### config.mk
export PLATFORM = sky130hd
export DESIGN_NAME = pipeline_debug_control
export DESIGN_NICKNAME = d
export VERILOG_FILES = /design/src/rtl/pipeline_debug_control_pkg.sv /design/src/rtl/pipeline_debug_control_byte_assembler.sv /design/src/rtl/pipeline_debug_control.sv
export SDC_FILE = /design/constraint.sdc
export NUM_CORES = 1
export LEC_CHECK = 0
export CORE_MARGIN = 1.5
export CORE_UTILIZATION = 25
export CTS_CLUSTER_SIZE = 40
export DETAILED_ROUTE_END_ITERATION = 12
export PLACE_DENSITY_LB_ADDON = 0.1
export SETUP_SLACK_MARGIN = 0.3
export SYNTH_ARGS = -nofsm -noshare
export SYNTH_HDL_FRONTEND = slang
export SYNTH_SLANG_ARGS = --single-unit
### constraint.sdc
create_clock -name clk -period 3.7 [get_ports clk]
set_input_delay 0.925 -clock clk [delete_from_list [all_inputs] [get_ports clk]]
set_output_delay 0.925 -clock clk [all_outputs]
set_load 0.02 [all_outputs]
### src/rtl/pipeline_debug_control_pkg.sv
// ============================================================================
// Module   : pipeline_debug_control_pkg
// Brief    : Shared command/ack bytes, state encoding and default halt word.
// Revision : 1.0 - initial release
// ============================================================================
`default_nettype none

package pipeline_debug_control_pkg;

   typedef enum logic [2:0] {
      ST_IDLE = 3'd0,
      ST_LOAD = 3'd1,
      ST_RUN  = 3'd2,
      ST_STEP = 3'd3,
      ST_ACK  = 3'd4
   } state_t;

   localparam logic [7:0] c_cmd_load = 8'h4C;
   localparam logic [7:0] c_cmd_run  = 8'h43;
   localparam logic [7:0] c_cmd_step = 8'h53;
   localparam logic [7:0] c_cmd_next = 8'h4E;
   localparam logic [7:0] c_cmd_exit = 8'h45;

   localparam logic [7:0] c_ack_load = 8'h41;
   localparam logic [7:0] c_ack_halt = 8'h48;

   localparam logic [31:0] c_halt_word = 32'hFFFF_FFFF;

endpackage

`default_nettype wire

### src/rtl/pipeline_debug_control_byte_assembler.sv
// ============================================================================
// Module   : pipeline_debug_control_byte_assembler
// Brief    : Packs host bytes MSB-first into words, flagging each 4th byte.
// Revision : 1.0 - initial release
// ============================================================================
`default_nettype none

module pipeline_debug_control_byte_assembler #(
   parameter int LEN = 32
) (
   input  logic           clk,
   input  logic           rst,
   input  logic           i_byte_valid,
   input  logic [7:0]     i_byte,
   output logic           o_word_valid,
   output logic [LEN-1:0] o_word
);

   // Only the first three bytes need storing; the fourth is taken straight
   // from the input so the word is available in the same cycle.
   logic [LEN-9:0] r_shift;
   logic [1:0]     r_count;
   logic [LEN-1:0] w_word;

   assign w_word       = {r_shift, i_byte};
   assign o_word       = w_word;
   assign o_word_valid = i_byte_valid && (r_count == 2'd3);

   always_ff @(posedge clk) begin
      if (rst) begin
         r_shift <= '0;
         r_count <= 2'd0;
      end else if (i_byte_valid) begin
         r_shift <= w_word[LEN-9:0];
         r_count <= r_count + 2'd1;
      end
   end

endmodule

`default_nettype wire

### src/rtl/pipeline_debug_control.sv
// ============================================================================
// Module   : pipeline_debug_control
// Brief    : Host-driven program loader and run/step/halt sequencer for the
//            pipeline clock-enable and reset.
// Revision : 1.0 - initial release
// ============================================================================
`default_nettype none

module pipeline_debug_control
   import pipeline_debug_control_pkg::*;
#(
   parameter int             LEN       = 32,
   parameter int             ADDR_W    = 10,
   parameter logic [LEN-1:0] HALT_WORD = LEN'(c_halt_word)
) (
   input  logic              clk,
   input  logic              reset,
   input  logic [7:0]        in_rx_data,
   input  logic              in_rx_valid,
   input  logic              in_halt,
   input  logic              in_tx_busy,
   output logic [7:0]        out_tx_data,
   output logic              out_tx_start,
   output logic              out_pipe_enable,
   output logic              out_pipe_reset,
   output logic              out_imem_we,
   output logic [ADDR_W-1:0] out_imem_addr,
   output logic [LEN-1:0]    out_imem_data,
   output logic [2:0]        out_state
);

   state_t              r_state, w_state_next;
   logic                r_halted, w_halted_next;
   logic [7:0]          r_ack_byte, w_ack_next;
   logic                r_step_pulse, w_step_fire;
   logic                r_prst_hold;
   logic                r_imem_we;
   logic [ADDR_W-1:0]   r_imem_addr;
   logic [LEN-1:0]      r_imem_data;
   logic                w_word_valid;
   logic [LEN-1:0]      w_word;

   pipeline_debug_control_byte_assembler #(
      .LEN (LEN)
   ) u_byte_assembler (
      .clk          (clk),
      .rst          (reset),
      .i_byte_valid (in_rx_valid && (r_state == ST_LOAD)),
      .i_byte       (in_rx_data),
      .o_word_valid (w_word_valid),
      .o_word       (w_word)
   );

   always_ff @(posedge clk) begin
      if (reset) begin
         r_state <= ST_IDLE;
      end else begin
         r_state <= w_state_next;
      end
   end

   always_comb begin
      w_state_next  = r_state;
      w_halted_next = r_halted;
      w_ack_next    = r_ack_byte;
      w_step_fire   = 1'b0;
      case (r_state)
         ST_IDLE: begin
            if (in_rx_valid) begin
               if (in_rx_data == c_cmd_load) begin
                  w_state_next  = ST_LOAD;
                  w_halted_next = 1'b0;
               end else if (in_rx_data == c_cmd_run && !r_halted) begin
                  w_state_next = ST_RUN;
               end else if (in_rx_data == c_cmd_step && !r_halted) begin
                  w_state_next = ST_STEP;
               end
            end
         end
         ST_LOAD: begin
            if (w_word_valid && (w_word == HALT_WORD)) begin
               w_state_next = ST_ACK;
               w_ack_next   = c_ack_load;
            end
         end
         ST_RUN: begin
            if (in_halt) begin
               w_state_next  = ST_ACK;
               w_ack_next    = c_ack_halt;
               w_halted_next = 1'b1;
            end
         end
         ST_STEP: begin
            // A halt during a step pulse wins over any command in that cycle.
            if (r_step_pulse && in_halt) begin
               w_state_next  = ST_ACK;
               w_ack_next    = c_ack_halt;
               w_halted_next = 1'b1;
            end else if (in_rx_valid) begin
               if (in_rx_data == c_cmd_next) begin
                  w_step_fire = 1'b1;
               end else if (in_rx_data == c_cmd_exit) begin
                  w_state_next = ST_IDLE;
               end else if (in_rx_data == c_cmd_run) begin
                  w_state_next = ST_RUN;
               end
            end
         end
         ST_ACK: begin
            if (!in_tx_busy) begin
               w_state_next = ST_IDLE;
            end
         end
         default: begin
            w_state_next = ST_IDLE;
         end
      endcase
   end

   always_ff @(posedge clk) begin
      if (reset) begin
         r_halted     <= 1'b0;
         r_ack_byte   <= 8'h00;
         r_step_pulse <= 1'b0;
         r_prst_hold  <= 1'b1;
         r_imem_we    <= 1'b0;
         r_imem_addr  <= '0;
         r_imem_data  <= '0;
      end else begin
         r_halted     <= w_halted_next;
         r_ack_byte   <= w_ack_next;
         r_step_pulse <= w_step_fire;
         r_prst_hold  <= (r_state == ST_LOAD);
         r_imem_we    <= w_word_valid;
         if (w_word_valid) begin
            r_imem_data <= w_word;
         end
         // Address advances after the write cycle so it stays stable during it.
         if (r_imem_we) begin
            r_imem_addr <= (r_imem_data == HALT_WORD) ? '0
                                                       : r_imem_addr + ADDR_W'(1);
         end
      end
   end

   assign out_pipe_enable = !reset &&
                            (((r_state == ST_RUN) && !in_halt) ||
                             ((r_state == ST_STEP) && r_step_pulse));
   assign out_pipe_reset  = reset || (r_state == ST_LOAD) || r_prst_hold;
   assign out_tx_start    = !reset && (r_state == ST_ACK) && !in_tx_busy;
   assign out_tx_data     = out_tx_start ? r_ack_byte : 8'h00;
   assign out_imem_we     = r_imem_we;
   assign out_imem_addr   = r_imem_addr;
   assign out_imem_data   = r_imem_data;
   assign out_state       = r_state;

endmodule

`default_nettype wire
Word level (Yosys, flattened, before mapping) --
Cells that the tools add are included.
Operators by class: add/subtract/negate cells 2, equality and inequality tests 22, mux-type cells 25, bitwise operators 2, reductions and logical operators 25
Operators with widths (count):
- == test 32 bit, second input constant | 2
- == test 8 x 7 -> 1 bit, second input constant | 5
- two-way mux 3 bit | 12
- two-way mux 8 bit | 4
- case mux 8 bit (3 select lines) | 1
- case mux 3 bit (5 select lines) | 1
- logical AND 1 bit | 11
- adder 10 x 1 -> 10 bit, second input constant | 1
- two-way mux 10 bit | 1
- inequality test 2 bit, second input constant | 5
- inequality test 4 bit, second input constant | 2
- AND reduction 8 bit | 1
- == test 3 x 2 -> 1 bit, second input constant | 2
- inequality test 3 bit, second input constant | 2
- nonzero test 3 bit | 2
- two-way mux 1 bit | 5
- AND reduction 5 bit | 1
- logical NOT 1 bit | 4
- AND reduction 4 bit | 1
- OR reduction 4 bit | 1
- == test 3 x 1 -> 1 bit, second input constant | 1
- == test 3 bit, second input constant | 1
- logical NOT 3 bit | 1
- logical OR 1 bit | 3
- other kinds (5) | 6
Word-level totals: flip-flop bits (word level) 83, word-level logic and storage cells 86

Logic depth before layout (Yosys ltp) --
depth in word-level cells 7, depth in mapped cells 8

Cells and area by module --
A second synthesis with hierarchy kept.
Unflattened totals: cells, all modules 350, area total of the unflattened synthesis 3407.0 µm²
By module, submodules not included:
- pipeline_debug_control | times used 1, cells each 256, area an instance 2383.5 µm², sequential area each 1041.0 µm²
- pipeline_debug_control_byte_assembler | times used 1, cells each 94, area an instance 1023.5 µm², sequential area each 520.5 µm²

Worst setup path after synthesis --
Ideal clock, no wire load.
kind input to output, start input reset, end output out_pipe_enable, arrival 1.798 ns, required time 2.775 ns, path slack 0.977 ns, stages 3, cells stage by stage clkbuf_1 clkbuf_1 nor3_1
Between the ends: longest elaborated chain between the ends 2
Ends and longest elaborated chain:
- start: declaration | RTL line pipeline_debug_control.sv:17 | input logic reset,
- logical NOT 1 bit | RTL line pipeline_debug_control.sv:146 | assign out_pipe_enable = !reset &&
- logical AND 1 bit | RTL line pipeline_debug_control.sv:146
- end: declaration | RTL line pipeline_debug_control.sv:24 | output logic out_pipe_enable,
Every way passes these cells.

Final worst setup path --
start input in_halt, end output out_pipe_enable
Between the ends: longest elaborated chain between the ends 4
Ends and longest elaborated chain:
- start: declaration | RTL line pipeline_debug_control.sv:20 | input logic in_halt,
- logical NOT 1 bit | RTL line pipeline_debug_control.sv:147 | (((r_state == ST_RUN) && !in_halt) ||
- logical AND 1 bit | RTL line pipeline_debug_control.sv:147
- logical OR 1 bit | RTL line pipeline_debug_control.sv:147
- logical AND 1 bit | RTL line pipeline_debug_control.sv:146
Every way passes these cells.

==> impl_metrics.json <==
{
  "status": "completed",
  "grt_pass1_wl_um": 14650,
  "crit_path_frequent_cell": "clkdlybuf4s50_1",
  "timing.critical_path.to_type": "output pin",
  "grt.met1_usage": 0.1994,
  "powerDensity_mw_per_mm2": 510.6,
  "min_period_ns": 3.277,
  "timing_worst_setup_path_type": "input pin to output pin",
  "cp_cell_sequence": "clkdlybuf4s50_1 > nor2_1 > a21oi_1 > nor3_1 > clkdlybuf4s50_1",
  "detailroute.via_count": 2900,
  "cts-buffers-inserted": 9,
  "maxCapViolations": 0,
  "num_io_pins": 70,
  "crit_required_ns": 2.77,
  "fin_total_pwr_mw": 2.221,
  "slew-limit-headroom": 0.3671,
  "total_gr_overflow": 0,
  "setup_slack_reg_to_reg_ns": 1.52,
  "report.final.setup_viol": 0,
  "multi_input_area_mm2": 0.001531,
  "synth_seq_area_share": 0.4837,
  "wl_um": 9199,
  "buffer_ports.inserted": 64,
  "dominantRegCellSynth": "dfxtp_1",
  "max_freq_ghz": 0.3051,
  "synthesis.area_per_instance_um2": 8.010,
  "finish.net_count": 472,
  "grt_setup_unrepaired": "no",
  "seqCellArea_mm2": 0.001562,
  "clk_latency_ns": 0.34,
  "synth_largest_area_cell": "dfxtp_1",
  "synthToLayoutAreaGrowth_pct": 34.73,
  "cts_tree": "done",
  "synthDistinctLibCells": 44,
  "area_of_the_mapped_netlist_mm2": 0.003228,
  "floorplan.initialDensity": 0.2558,
  "synth-edff-count": 0,
  "final-hold-violation-count": 0,
  "r2r-start": "out_imem_we",
  "path_buf_inv": 2,
  "antenna_cells": 0,
  "post_synth_main_area_contributors": "dfxtp_1, nand2_1, a21oi_1",
  "holdBufCountCts": 0,
  "cts_setup_buffers": 0,
  "cp-start-kind": "input pin",
  "design.die.area_mm2": 0.01360,
  "remaining_drc_errors": 0,
  "die_w_um": 116.6,
  "holdPathStages": 2,
  "chipHeight_um": 116.6,
  "hpwlAfterDp_um": 6392,
  "worst_setup_hold_path_clk_slew_ns": 0.06,
  "synth_top_cell_area_share": 0.4837,
  "clock_tree.buffer_depth": 2,
  "worst_tran_pin_value_ns": 0.9471,
  "synth.ff_latch_count": 78,
  "grt_pass1_vias": 2744,
  "clock_sinks": 78,
  "grt_usage": 0.1409,
  "synth-warning-count": 0,
  "timing.hold.worst.start": "r_ack_byte[6]",
  "proportion_of_layout_cells_with_a_drive_suffix_above_1": 0.05206,
  "fin_ws_ns": 0.4228,
  "power.leakage_nw": 1.449,
  "clock-skew-final_ns": 0.006488,
  "preCtsSetupSlack_ns": 0.2998,
  "cts-htree-levels": 3,
  "fill_cells": 1380,
  "postSynthCellCount": 403,
  "final.period_utilization": 0.8857,
  "groute.layer.met3.usage": 0.03425,
  "critical-path-slowest-cell": "clkdlybuf4s50_1",
  "vdd_ir_drop_max_mv": 0.2277,
  "vias_per_cell": 4.581,
  "worst-r2r-cell-count": 5,
  "final-max-slew-violation-count": 0,
  "asyncSetResetFlopFracSynth": 0,
  "drt_iter0_markers": 161,
  "crit-reg2reg-capture": "out_imem_addr[5]",
  "crit_fanout": 4,
  "number_of_rows_created_at_floorplan": 41,
  "antenna_found_initial": 0,
  "globalplace.congestion": 0.8210,
  "path_delay_family": "buffers and inverters",
  "hold_path_class": "register to register",
  "timing.critical_path.depth": 5,
  "grt_most_used_layer": "met2",
  "timing.critical_path.slowest_cell_delay_ns": 0.63,
  "timing.hold.worst_endpoint": "r_ack_byte[6]",
  "ctsRootBufferMaster": "clkbuf_16",
  "ant_nets": 0,
  "wl_per_cell_um": 14.53,
  "worst-endpoint-arrival_ns": 2.35,
  "largest_net_degree_at_the_start_of_global_routing": 64,
  "setup_tns_ns": 0,
  "area_of_the_placeable_core_mm2": 0.01262,
  "first_pass_iters": 4,
  "groute.layer.met2.usage": 0.2110
}
## cell usage in the layout, fill, tap and decap left out, types with 8 or more instances in the layout
cell type,count
nand2_1,118
nand4_1,19
xor2_1,9
clkbuf_16,9
a21oi_1,62
dfxtp_1,78
clkdlybuf4s50_1,60
nand3_1,8
nor2_1,17
## power breakdown
| group | internal (mW) | switching, mW |
|---|---|---|
| clock | 0.710 | 0.338 |
| sequential | 0.867 | 0.0282 |
| combinational | 0.109 | 0.168 |
| total | 1.69 | 0.534 |
## cell type report
class	instances	area share
sequential	78	0.3590
tap	172	0.04948
timing repair buffer	69	0.1548
multi-input combinational	296	0.3521
inverter	3	0.002589
clock buffer	12	0.06128
clock inverter	3	0.02071
## cells in the mapped netlist, types with 2 or more instances
cell and instances:
nor4_1 3, ha_1 2, nor3_1 4, xnor2_1 2
clkbuf_1 16, and4_1 3, buf_2 6, and3_1 2
a21oi_1 62, mux2i_1 2, o21ai_0 3, nand4_1 19
nand3b_1 2, nor2_1 17, buf_6 2, dfxtp_1 78
or3_1 3, and2_1 4, nand3_1 8, nor3b_1 2
nor2b_1 4, inv_1 3, nand2b_1 5, a41o_1 2
buf_4 5, xor2_1 9, nand2_1 118
## through the flow
step	util	hold WS, ns	instances	area, um2
3_3_place_gp	0.3164	0.4352	618	3993
4_1_cts	0.3444	0.4508	633	4347
2_1_floorplan	-	0.4209	407	3243
6_report	0.3446	0.4428	633	4349
3_5_place_dp	0.3164	0.4435	618	3993
5_1_grt	0.3446	0.4598	633	4349
## sequential cells by signal, summed over array words and instances, names as in the netlist
name,flops
out_imem_data,32
u_byte_assembler.r_shift,24
out_imem_addr,10
out_state,3
r_ack_byte,3
u_byte_assembler.r_count,2
out_imem_we,1
r_halted,1
r_prst_hold,1
r_step_pulse,1
## routing by layer
layer | vias to the layer above | routed length (um)
met2 | 69 | 3951
li1 | 1474 | -
met3 | 11 | 500
met4 | 0 | 112
met1 | 1346 | 4634
met5 | - | 0
## what timing repair did
item,4_1_cts,5_1_grt
hold endpoints to repair,0,0
resized for setup,2,1
setup endpoints to repair,2,1
## how the worst max path moves through the flow
| stage | from | end | slack, ns |
|---|---|---|---|
| finish | in_halt | out_pipe_enable | 0.42 |
| global route | in_tx_busy | out_tx_start | 0.35 |
| CTS | in_tx_busy | out_tx_data[6] | 0.30 |
| detailed placement | in_tx_busy | out_tx_data[3] | 0.30 |
| global placement | in_tx_busy | out_tx_data[0] | 0.32 |
| floorplan | reset | out_pipe_enable | 0.98 |
## logic make-up after synthesis
group	Yosys count	share of synthesized area
other	1	0.001162
adders and majority gates	2	0.007751
buffers and inverters	33	0.05116
and+or+nand+nor	199	0.2891
DFF	78	0.4837
AOI/OAI and AO/OA	77	0.1310
muxes	2	0.006202
xor gates and xnor gates	11	0.02985
## worst register-to-register path, cell delays in order (launching register included)
cell	delay, ns
dfxtp_1	0.50
nand4_1	0.11
or4_1	0.56
nor4_1	0.32
a41o_1	0.47
nor2_1	0.09
Power figures use the tool's default switching activity.
